## config.mk

```make
export PLATFORM = sky130hd
export DESIGN_NAME = ternary_vector_alu
export DESIGN_NICKNAME = d
export VERILOG_FILES = /design/src/rtl/ternary_vector_alu.sv
export SDC_FILE = /design/constraint.sdc
export NUM_CORES = 2
export LEC_CHECK = 0
export CAP_MARGIN = 10
export CORE_ASPECT_RATIO = 0.8
export CORE_MARGIN = 4
export CORE_UTILIZATION = 59
export CTS_BUF_LIST = sky130_fd_sc_hd__clkbuf_8
export DETAILED_ROUTE_END_ITERATION = 10
export GPL_ROUTABILITY_DRIVEN = 0
export MAX_ROUTING_LAYER = met4
export PLACE_DENSITY = 0.79
export SLEW_MARGIN = 20
export SYNTH_ARGS = -nofsm -noshare
export SYNTH_HDL_FRONTEND = slang
export SYNTH_SLANG_ARGS = --single-unit
```

## constraint.sdc

```tcl
create_clock -name clk -period 32.6 [get_ports clk]
set_clock_uncertainty 0.15 [all_clocks]
set_input_delay 4.89 -clock clk [delete_from_list [all_inputs] [get_ports clk]]
set_output_delay 4.89 -clock clk [all_outputs]
set_load 0.01 [all_outputs]
```

## src/rtl/ternary_vector_alu.sv

```systemverilog
// ternary_vector_alu
//   Multi-lane ternary accumulate unit. Each beat carries LANES weight/trit
//   pairs. Every lane computes w*x in {-1,0,+1} and folds it into its own
//   signed accumulator according to the frame's op mode. When the frame
//   closes, the lane accumulators are summed into out_sum in one REDUCE
//   cycle. The result is then held in DRAIN until the downstream handshake.
//
// Ports
//   clk, reset          clock, asynchronous active-high reset
//   exec_hints          [7:0] op_mode, [17] zero_skip_en, [30:29] pool_op
//   in_valid/in_ready   input beat handshake
//   weight_vec/trit_vec 2 bits per lane: 00=0, 01=+1, 10=-1, 11=0
//   in_last             beat closes the frame
//   acc_clear           clear accumulators and overflow flags (IDLE/ACCUM only)
//   out_valid/out_ready frame result handshake
//   out_acc, out_sum    per-lane snapshot and full-width signed lane sum
//   overflow            sticky per-lane overflow flags
//   skip_count          wrapping count of zero-skipped lane operations
//   active_cycles       wrapping count of accepted beats
module ternary_vector_alu #(
  parameter int LANES  = 8,
  parameter int ACC_W  = 32,
  parameter bit SAT_EN = 1'b1,
  parameter int SUM_W  = ACC_W + $clog2(LANES)
) (
  input  logic                     clk,
  input  logic                     reset,
  input  logic [31:0]              exec_hints,
  input  logic                     in_valid,
  output logic                     in_ready,
  input  logic [2*LANES-1:0]       weight_vec,
  input  logic [2*LANES-1:0]       trit_vec,
  input  logic                     in_last,
  input  logic                     acc_clear,
  output logic                     out_valid,
  input  logic                     out_ready,
  output logic [ACC_W*LANES-1:0]   out_acc,
  output logic signed [SUM_W-1:0]  out_sum,
  output logic [LANES-1:0]         overflow,
  output logic [31:0]              skip_count,
  output logic [31:0]              active_cycles
);

  localparam logic [1:0] ST_IDLE   = 2'd0;
  localparam logic [1:0] ST_ACCUM  = 2'd1;
  localparam logic [1:0] ST_REDUCE = 2'd2;
  localparam logic [1:0] ST_DRAIN  = 2'd3;

  localparam logic [7:0] OP_DOT   = 8'h01;
  localparam logic [7:0] OP_MUL   = 8'h03;
  localparam logic [7:0] OP_TCONV = 8'h04;
  localparam logic [7:0] OP_POOL  = 8'h05;
  localparam logic [7:0] OP_TGEMM = 8'h06;

  localparam logic [1:0] POOL_MAX = 2'd0;
  localparam logic [1:0] POOL_MIN = 2'd1;
  localparam logic [1:0] POOL_AVG = 2'd2;

  logic [1:0]              state_q, state_d;
  logic [7:0]              op_q, op_d;
  logic                    zskip_q, zskip_d;
  logic [1:0]              pool_q, pool_d;
  logic [31:0]             skip_q, skip_d;
  logic [31:0]             active_q, active_d;
  logic [ACC_W*LANES-1:0]  out_acc_q, out_acc_d;
  logic signed [SUM_W-1:0] out_sum_q, out_sum_d;

  logic       beat, first_beat, clr_en, drain_hs;
  logic [7:0] op_eff;
  logic       zskip_eff;
  logic [1:0] pool_eff;

  logic [ACC_W*LANES-1:0]  acc_flat;
  logic [LANES-1:0]        ovf_flat;
  logic [LANES-1:0]        skip_vec;
  logic [31:0]             skip_inc;
  logic signed [SUM_W-1:0] lane_sum;
  logic [ACC_W-1:0]        lane_val;

  logic unused_hints;
  assign unused_hints = ^{exec_hints[31], exec_hints[28:18], exec_hints[16:8]};

  assign in_ready  = (state_q == ST_IDLE) || (state_q == ST_ACCUM);
  assign out_valid = (state_q == ST_DRAIN);
  assign beat      = in_valid && in_ready;
  assign clr_en    = acc_clear && in_ready;
  assign drain_hs  = out_valid && out_ready;
  // A beat that arrives with a clear restarts the frame, so it behaves as a first beat.
  assign first_beat = beat && ((state_q == ST_IDLE) || acc_clear);

  // The first beat uses the live hints. Later beats use the copy latched on that beat.
  assign op_eff    = first_beat ? exec_hints[7:0]   : op_q;
  assign zskip_eff = first_beat ? exec_hints[17]    : zskip_q;
  assign pool_eff  = first_beat ? exec_hints[30:29] : pool_q;

  for (genvar gi = 0; gi < LANES; gi++) begin : g_lane
    logic [1:0]              w, x;
    logic                    w_nz, x_nz, p_pos, p_neg, skip;
    logic signed [ACC_W-1:0] prod, base, add_res, acc_q, acc_d;
    logic signed [ACC_W:0]   add_wide;
    logic                    add_ovf, ovf_q, ovf_d;

    assign w = weight_vec[2*gi +: 2];
    assign x = trit_vec[2*gi +: 2];
    // The 11 code decodes as zero, so a lane is non-zero only for 01 or 10.
    assign w_nz  = w[0] ^ w[1];
    assign x_nz  = x[0] ^ x[1];
    assign p_pos = w_nz && x_nz && (w == x);
    assign p_neg = w_nz && x_nz && (w != x);
    assign prod  = p_pos ? ACC_W'(1) : (p_neg ? '1 : '0);
    assign skip  = zskip_eff && !(w_nz && x_nz);

    // A clear in the same cycle as a beat applies the beat to zero.
    assign base     = clr_en ? '0 : acc_q;
    assign add_wide = {base[ACC_W-1], base} + {prod[ACC_W-1], prod};
    assign add_ovf  = add_wide[ACC_W] ^ add_wide[ACC_W-1];

    always_comb begin
      add_res = add_wide[ACC_W-1:0];
      if (add_ovf && SAT_EN) begin
        // The extra top bit holds the true sign of the unbounded sum.
        add_res = add_wide[ACC_W] ? {1'b1, {(ACC_W-1){1'b0}}} : {1'b0, {(ACC_W-1){1'b1}}};
      end
    end

    always_comb begin
      acc_d = acc_q;
      ovf_d = ovf_q;
      if (drain_hs || clr_en) begin
        acc_d = '0;
        ovf_d = 1'b0;
      end
      if (beat && !skip) begin
        case (op_eff)
          OP_DOT, OP_TCONV, OP_TGEMM: begin
            acc_d = add_res;
            ovf_d = ovf_d | add_ovf;
          end
          OP_MUL: acc_d = prod;
          OP_POOL: begin
            case (pool_eff)
              POOL_MAX: acc_d = (first_beat || (prod > base)) ? prod : base;
              POOL_MIN: acc_d = (first_beat || (prod < base)) ? prod : base;
              POOL_AVG: begin
                acc_d = add_res;
                ovf_d = ovf_d | add_ovf;
              end
              default: ;
            endcase
          end
          default: ;
        endcase
      end
    end

    always_ff @(posedge clk or posedge reset) begin
      if (reset) begin
        acc_q <= '0;
        ovf_q <= 1'b0;
      end else begin
        acc_q <= acc_d;
        ovf_q <= ovf_d;
      end
    end

    assign acc_flat[gi*ACC_W +: ACC_W] = acc_q;
    assign ovf_flat[gi]                = ovf_q;
    assign skip_vec[gi]                = beat && skip;
  end

  // Full-width sum. SUM_W has enough headroom, so this sum never saturates.
  always_comb begin
    lane_sum = '0;
    lane_val = '0;
    for (int i = 0; i < LANES; i++) begin
      lane_val = acc_flat[i*ACC_W +: ACC_W];
      lane_sum = lane_sum + {{(SUM_W-ACC_W){lane_val[ACC_W-1]}}, lane_val};
    end
  end

  always_comb begin
    skip_inc = '0;
    for (int i = 0; i < LANES; i++) begin
      skip_inc = skip_inc + 32'(skip_vec[i]);
    end
  end

  always_comb begin
    state_d   = state_q;
    op_d      = op_q;
    zskip_d   = zskip_q;
    pool_d    = pool_q;
    skip_d    = skip_q;
    active_d  = active_q;
    out_acc_d = out_acc_q;
    out_sum_d = out_sum_q;
    case (state_q)
      ST_IDLE:   if (beat) state_d = in_last ? ST_REDUCE : ST_ACCUM;
      ST_ACCUM:  if (beat && in_last) state_d = ST_REDUCE;
      ST_REDUCE: state_d = ST_DRAIN;
      ST_DRAIN:  if (out_ready) state_d = ST_IDLE;
      default:   state_d = ST_IDLE;
    endcase
    if (first_beat) begin
      op_d    = exec_hints[7:0];
      zskip_d = exec_hints[17];
      pool_d  = exec_hints[30:29];
    end
    if (beat) begin
      active_d = active_q + 32'd1;
      skip_d   = skip_q + skip_inc;
    end
    if (state_q == ST_REDUCE) begin
      out_acc_d = acc_flat;
      out_sum_d = lane_sum;
    end
  end

  always_ff @(posedge clk or posedge reset) begin
    if (reset) begin
      state_q   <= ST_IDLE;
      op_q      <= '0;
      zskip_q   <= 1'b0;
      pool_q    <= '0;
      skip_q    <= '0;
      active_q  <= '0;
      out_acc_q <= '0;
      out_sum_q <= '0;
    end else begin
      state_q   <= state_d;
      op_q      <= op_d;
      zskip_q   <= zskip_d;
      pool_q    <= pool_d;
      skip_q    <= skip_d;
      active_q  <= active_d;
      out_acc_q <= out_acc_d;
      out_sum_q <= out_sum_d;
    end
  end

  assign out_acc       = out_acc_q;
  assign out_sum       = out_sum_q;
  assign overflow      = ovf_flat;
  assign skip_count    = skip_q;
  assign active_cycles = active_q;

endmodule

```

==> reports/summary.txt <==
Int Power = 2.785 mW
vias in the first global route = 58510
leakage power summed over all cells = 32.17 nW
clock latency reported for the late side of the worst-skew pair = 0.88 ns
share of synthesized area occupied by flip-flops and latches = 25.86%
cell with the largest stage delay on the worst path = a21oi_1
number of buffers created by CTS = 108
synthesized-area fraction occupied by and/or/nand/nor cells = 14.00%
mean area per synthesized cell = 8.253 µm²
outcome = finished clean
net switching power figure = 3.097 mW
growth of design area from synthesis to finish = 12.72%
setup repair bufs after CTS = 0
total power density per cell area = 85.32 nW/µm²
register share of total power = 23.1%
final-report max-slew violation count = 0
WL final = 241.5 mm
H-tree depth = 3
post-layout utilization of the core = 67.11%
Critical Path Sink Type = flip-flop
slew at the pin with the worst max-slew slack = 1.354 ns
worst-path maximum fanout = 114
global-route wire length before repair = 357.2 mm
maximum number of pins on one net before global-route repair = 115
Clock Root Buffer = clkbuf_8
number of enable-type register cells in the synthesized netlist = 0
accumulated negative setup slack = 0 ns
die extent in y = 296.0 µm
least setup slack across all paths after layout = 21.43 ns
Net Sw Frac = 52.66%
most used flip-flop cell after synthesis = dfrtp_1
Routed WL per cell = 26.43 µm
post-synthesis share of cell area spent on xor and xnor gates = 4.654%
first-iteration detailed-routing DRC count = 10080
clock tree from TritonCTS = done
setup repair after global routing missed its margin = no
largest cells by area after synthesis = dfrtp_1 (26%), ha_1 (11%), a21oi_1 (7.1%), fa_1 (6.8%), mux2_2 (5.4%)
die area = 108900 µm²
DP HPWL = 173.6 mm
core region area = 102700 µm²
buffers added on ports = 413
number of violations of the max-capacitance limit = 0
time the worst path needs with I/O delays and setup = 11.17 ns
destination of the worst register-to-register timing path = g_lane[0].acc_q[27]
number of cells on the worst hold path = 1
First-pass DRT Iterations = 11
worst path buffer plus inverter count = 3
fraction of power consumed by the clock network = 14.1%
Final Hold Fails = 0
nature of the critical path startpoint = input pin
via total after detailed routing = 62770
Avg Vias per Cell = 6.870
remaining antenna violation count = 0
share of Yosys cell area claimed by the top area cell type = 25.86%
number of I/O pins = 435
dominant cell type by area after synthesis = dfrtp_1
achievable clock frequency = 0.08950 GHz
Cell Area, Synth = 61160 µm²
Yosys warnings = 0
total global routing track utilization = 43.91%
proportion of synthesized flip-flops having asynchronous set or reset = 100.0%
worst relative slew slack = 8.963%
combinational family with the most area after synthesis = compound AO/OA/AOI/OAI gates
post-synthesis mux area share = 5.810%
cell count of the worst reg-to-reg path = 18
combinational cell fraction of total power = 62.7%
Hold Crit Start = skip_count[31]
share of the clock period used by the worst path = 34.27%
crit path kind = input pin to flip-flop
number of remaining DRC errors = 0
slowest cell delay on critical path = 0.90 ns
endpoint of the worst hold path = skip_count[31]
Synth Register Bits = 632
TritonCTS Sinks = 632
synthesized-area fraction occupied by adder cells = 17.58%
share of cells above drive strength 1 = 9.166%
synthesized-area fraction occupied by ao, oa, aoi and oai cells = 24.82%
number of antenna violations at the first check in global routing = 21
crit path DAT = 11.68 ns
row count = 105
IR Drop Worst-Case VDD = 0.08036 mV
synthesized net count = 8215
cts-stage hold buffer count = 0
GRT Residual Overflow = 0
critical path required time = 33.10 ns
final-report setup violation count = 0
initial cell density of the core = 59.54%
worst hold path class = flip-flop to flip-flop
post_cts resized = 0
die width = 368.0 µm
startpoint of the lowest-slack register-to-register path = state_q[0]
instance count of the mapped netlist = 7411
pre-CTS worst setup slack = 20.96 ns
delay-heaviest family, CP = simple AND/OR/NAND/NOR gates
Cell Chain, Critical Path = clkdlybuf4s50_1 -> o21ai_4 -> buf_4 -> buf_12 -> nand2_1 -> ha_1 -> and4_1 -> nand3_1 -> nor3_1 -> or4_1 -> o31a_1 -> nand2_1 -> nor2_1 -> a21oi_1 -> o21ai_0 -> a32oi_1 -> a21oi_1
unique cell type count in the Yosys netlist = 114
CTS clock-pin slew for the worst setup and hold paths = 0.07 ns
Longest Clk Path Bufs = 3
minimum setup slack among reg-to-reg paths = 24.99 ns
net count of the finished layout = 8433
[cells in the final DEF, fill, tap and decap left out, types with 98 or more instances in the layout]
cell type / synthesis / layout
o21ai_0: 521 / 520
nand2_1: 650 / 649
buf_4: 15 / 98
nor3_1: 109 / 107
inv_1: 737 / 761
mux2_2: 293 / 293
xnor2_1: 245 / 245
a21oi_1: 869 / 865
fa_1: 208 / 208
clkdlybuf4s50_1: 0 / 413
clkbuf_8: 0 / 132
nor2_1: 464 / 454
a31oi_1: 148 / 148
dfrtp_1: 632 / 632
ha_1: 526 / 525
nand3_1: 125 / 125
[metrics by stage]
step | std cells | total power [mW] | hold slack, ns | instance area [µm²]
2_1_floorplan | 7411 | 3.392 | 0.2900 | 61160
3_3_place_gp | 8907 | 4.727 | 0.3116 | 66360
3_5_place_dp | 8907 | 4.812 | 0.3192 | 66380
4_1_cts | 9101 | 5.675 | 0.3320 | 68790
5_1_grt | 9126 | 6.095 | 0.3481 | 68920
6_report | 9136 | 5.882 | 0.3264 | 68940
[per-layer routing]
metal,wire length [µm],global-route usage (%)
met1,86180,53.76
met2,93330,57.27
met3,40960,20.25
met4,20980,29.43
met5,0,-
[power by group through the flow]
stage,clock network [mW],logic (mW),registers (mW)
4_1_cts,0.833,3.51,1.33
2_1_floorplan,0,2.16,1.24
3_3_place_gp,0,3.39,1.34
3_5_place_dp,0,3.47,1.34
6_report,0.832,3.69,1.36
5_1_grt,0.869,3.86,1.36
[synth_stat cells (all sizes together), types with 28 or more instances]
master and instances:
o21ai 572, nor3 111, ha 526, a221o 39
o21a 30, o22ai 77, nand4 69, mux2 293
fa 208, and3 29, or4 29, or2 29
a21oi 874, clkbuf 335, nand2b 57, xnor2 245
a221oi 33, nor4 50, a32oi 35, nand2 652
o211ai 69, a31oi 148, o31ai 59, a21o 61
a22oi 28, o21bai 75, and2 29, xor2 80
o221ai 52, nor2b 59, nand3 125, nor2 470
a211oi 54, buf 73, or3 33, dfrtp 632
inv 742
[state kept, by name (all words and copies together), names as in the netlist]
name and count:
g_lane.ovf_q 8, state_q 2, active_cycles 32, zskip_q 1
pool_q 2, skip_count 32, out_sum 35, op_q 8
out_acc 256, g_lane.acc_q 256
[kinds of logic after synthesis]
kind of cell | after synthesis
AOI/OAI and AO/OA | 2433
xor gates and xnor gates | 325
adders and majority gates | 735
and+or+nand+nor | 1816
buffers and inverters | 1152
DFF | 632
muxes | 318
[cell type report]
class | instances | area (µm²)
clock inverters | 62 | 596.8
repair buffers | 516 | 4964
well taps | 1391 | 1740
fillers | 8383 | 33790
flip-flops and latches | 632 | 15820
diodes | 32 | 80.08
inverters | 744 | 2801
multi-input cells | 5627 | 41130
clock buffers | 132 | 1817
[worst max path at each step]
stage | from | endpoint | depth (start not counted)
final | acc_clear | g_lane[0].acc_q[27] | 17
after global routing | acc_clear | g_lane[0].acc_q[18] | 17
after CTS | acc_clear | skip_count[28] | 27
after detailed placement | acc_clear | skip_count[28] | 27
after global placement | acc_clear | g_lane[0].acc_q[27] | 17
after floorplan | reset | active_cycles[0] | 1
Note: power is estimated with default switching activity, not from simulation.
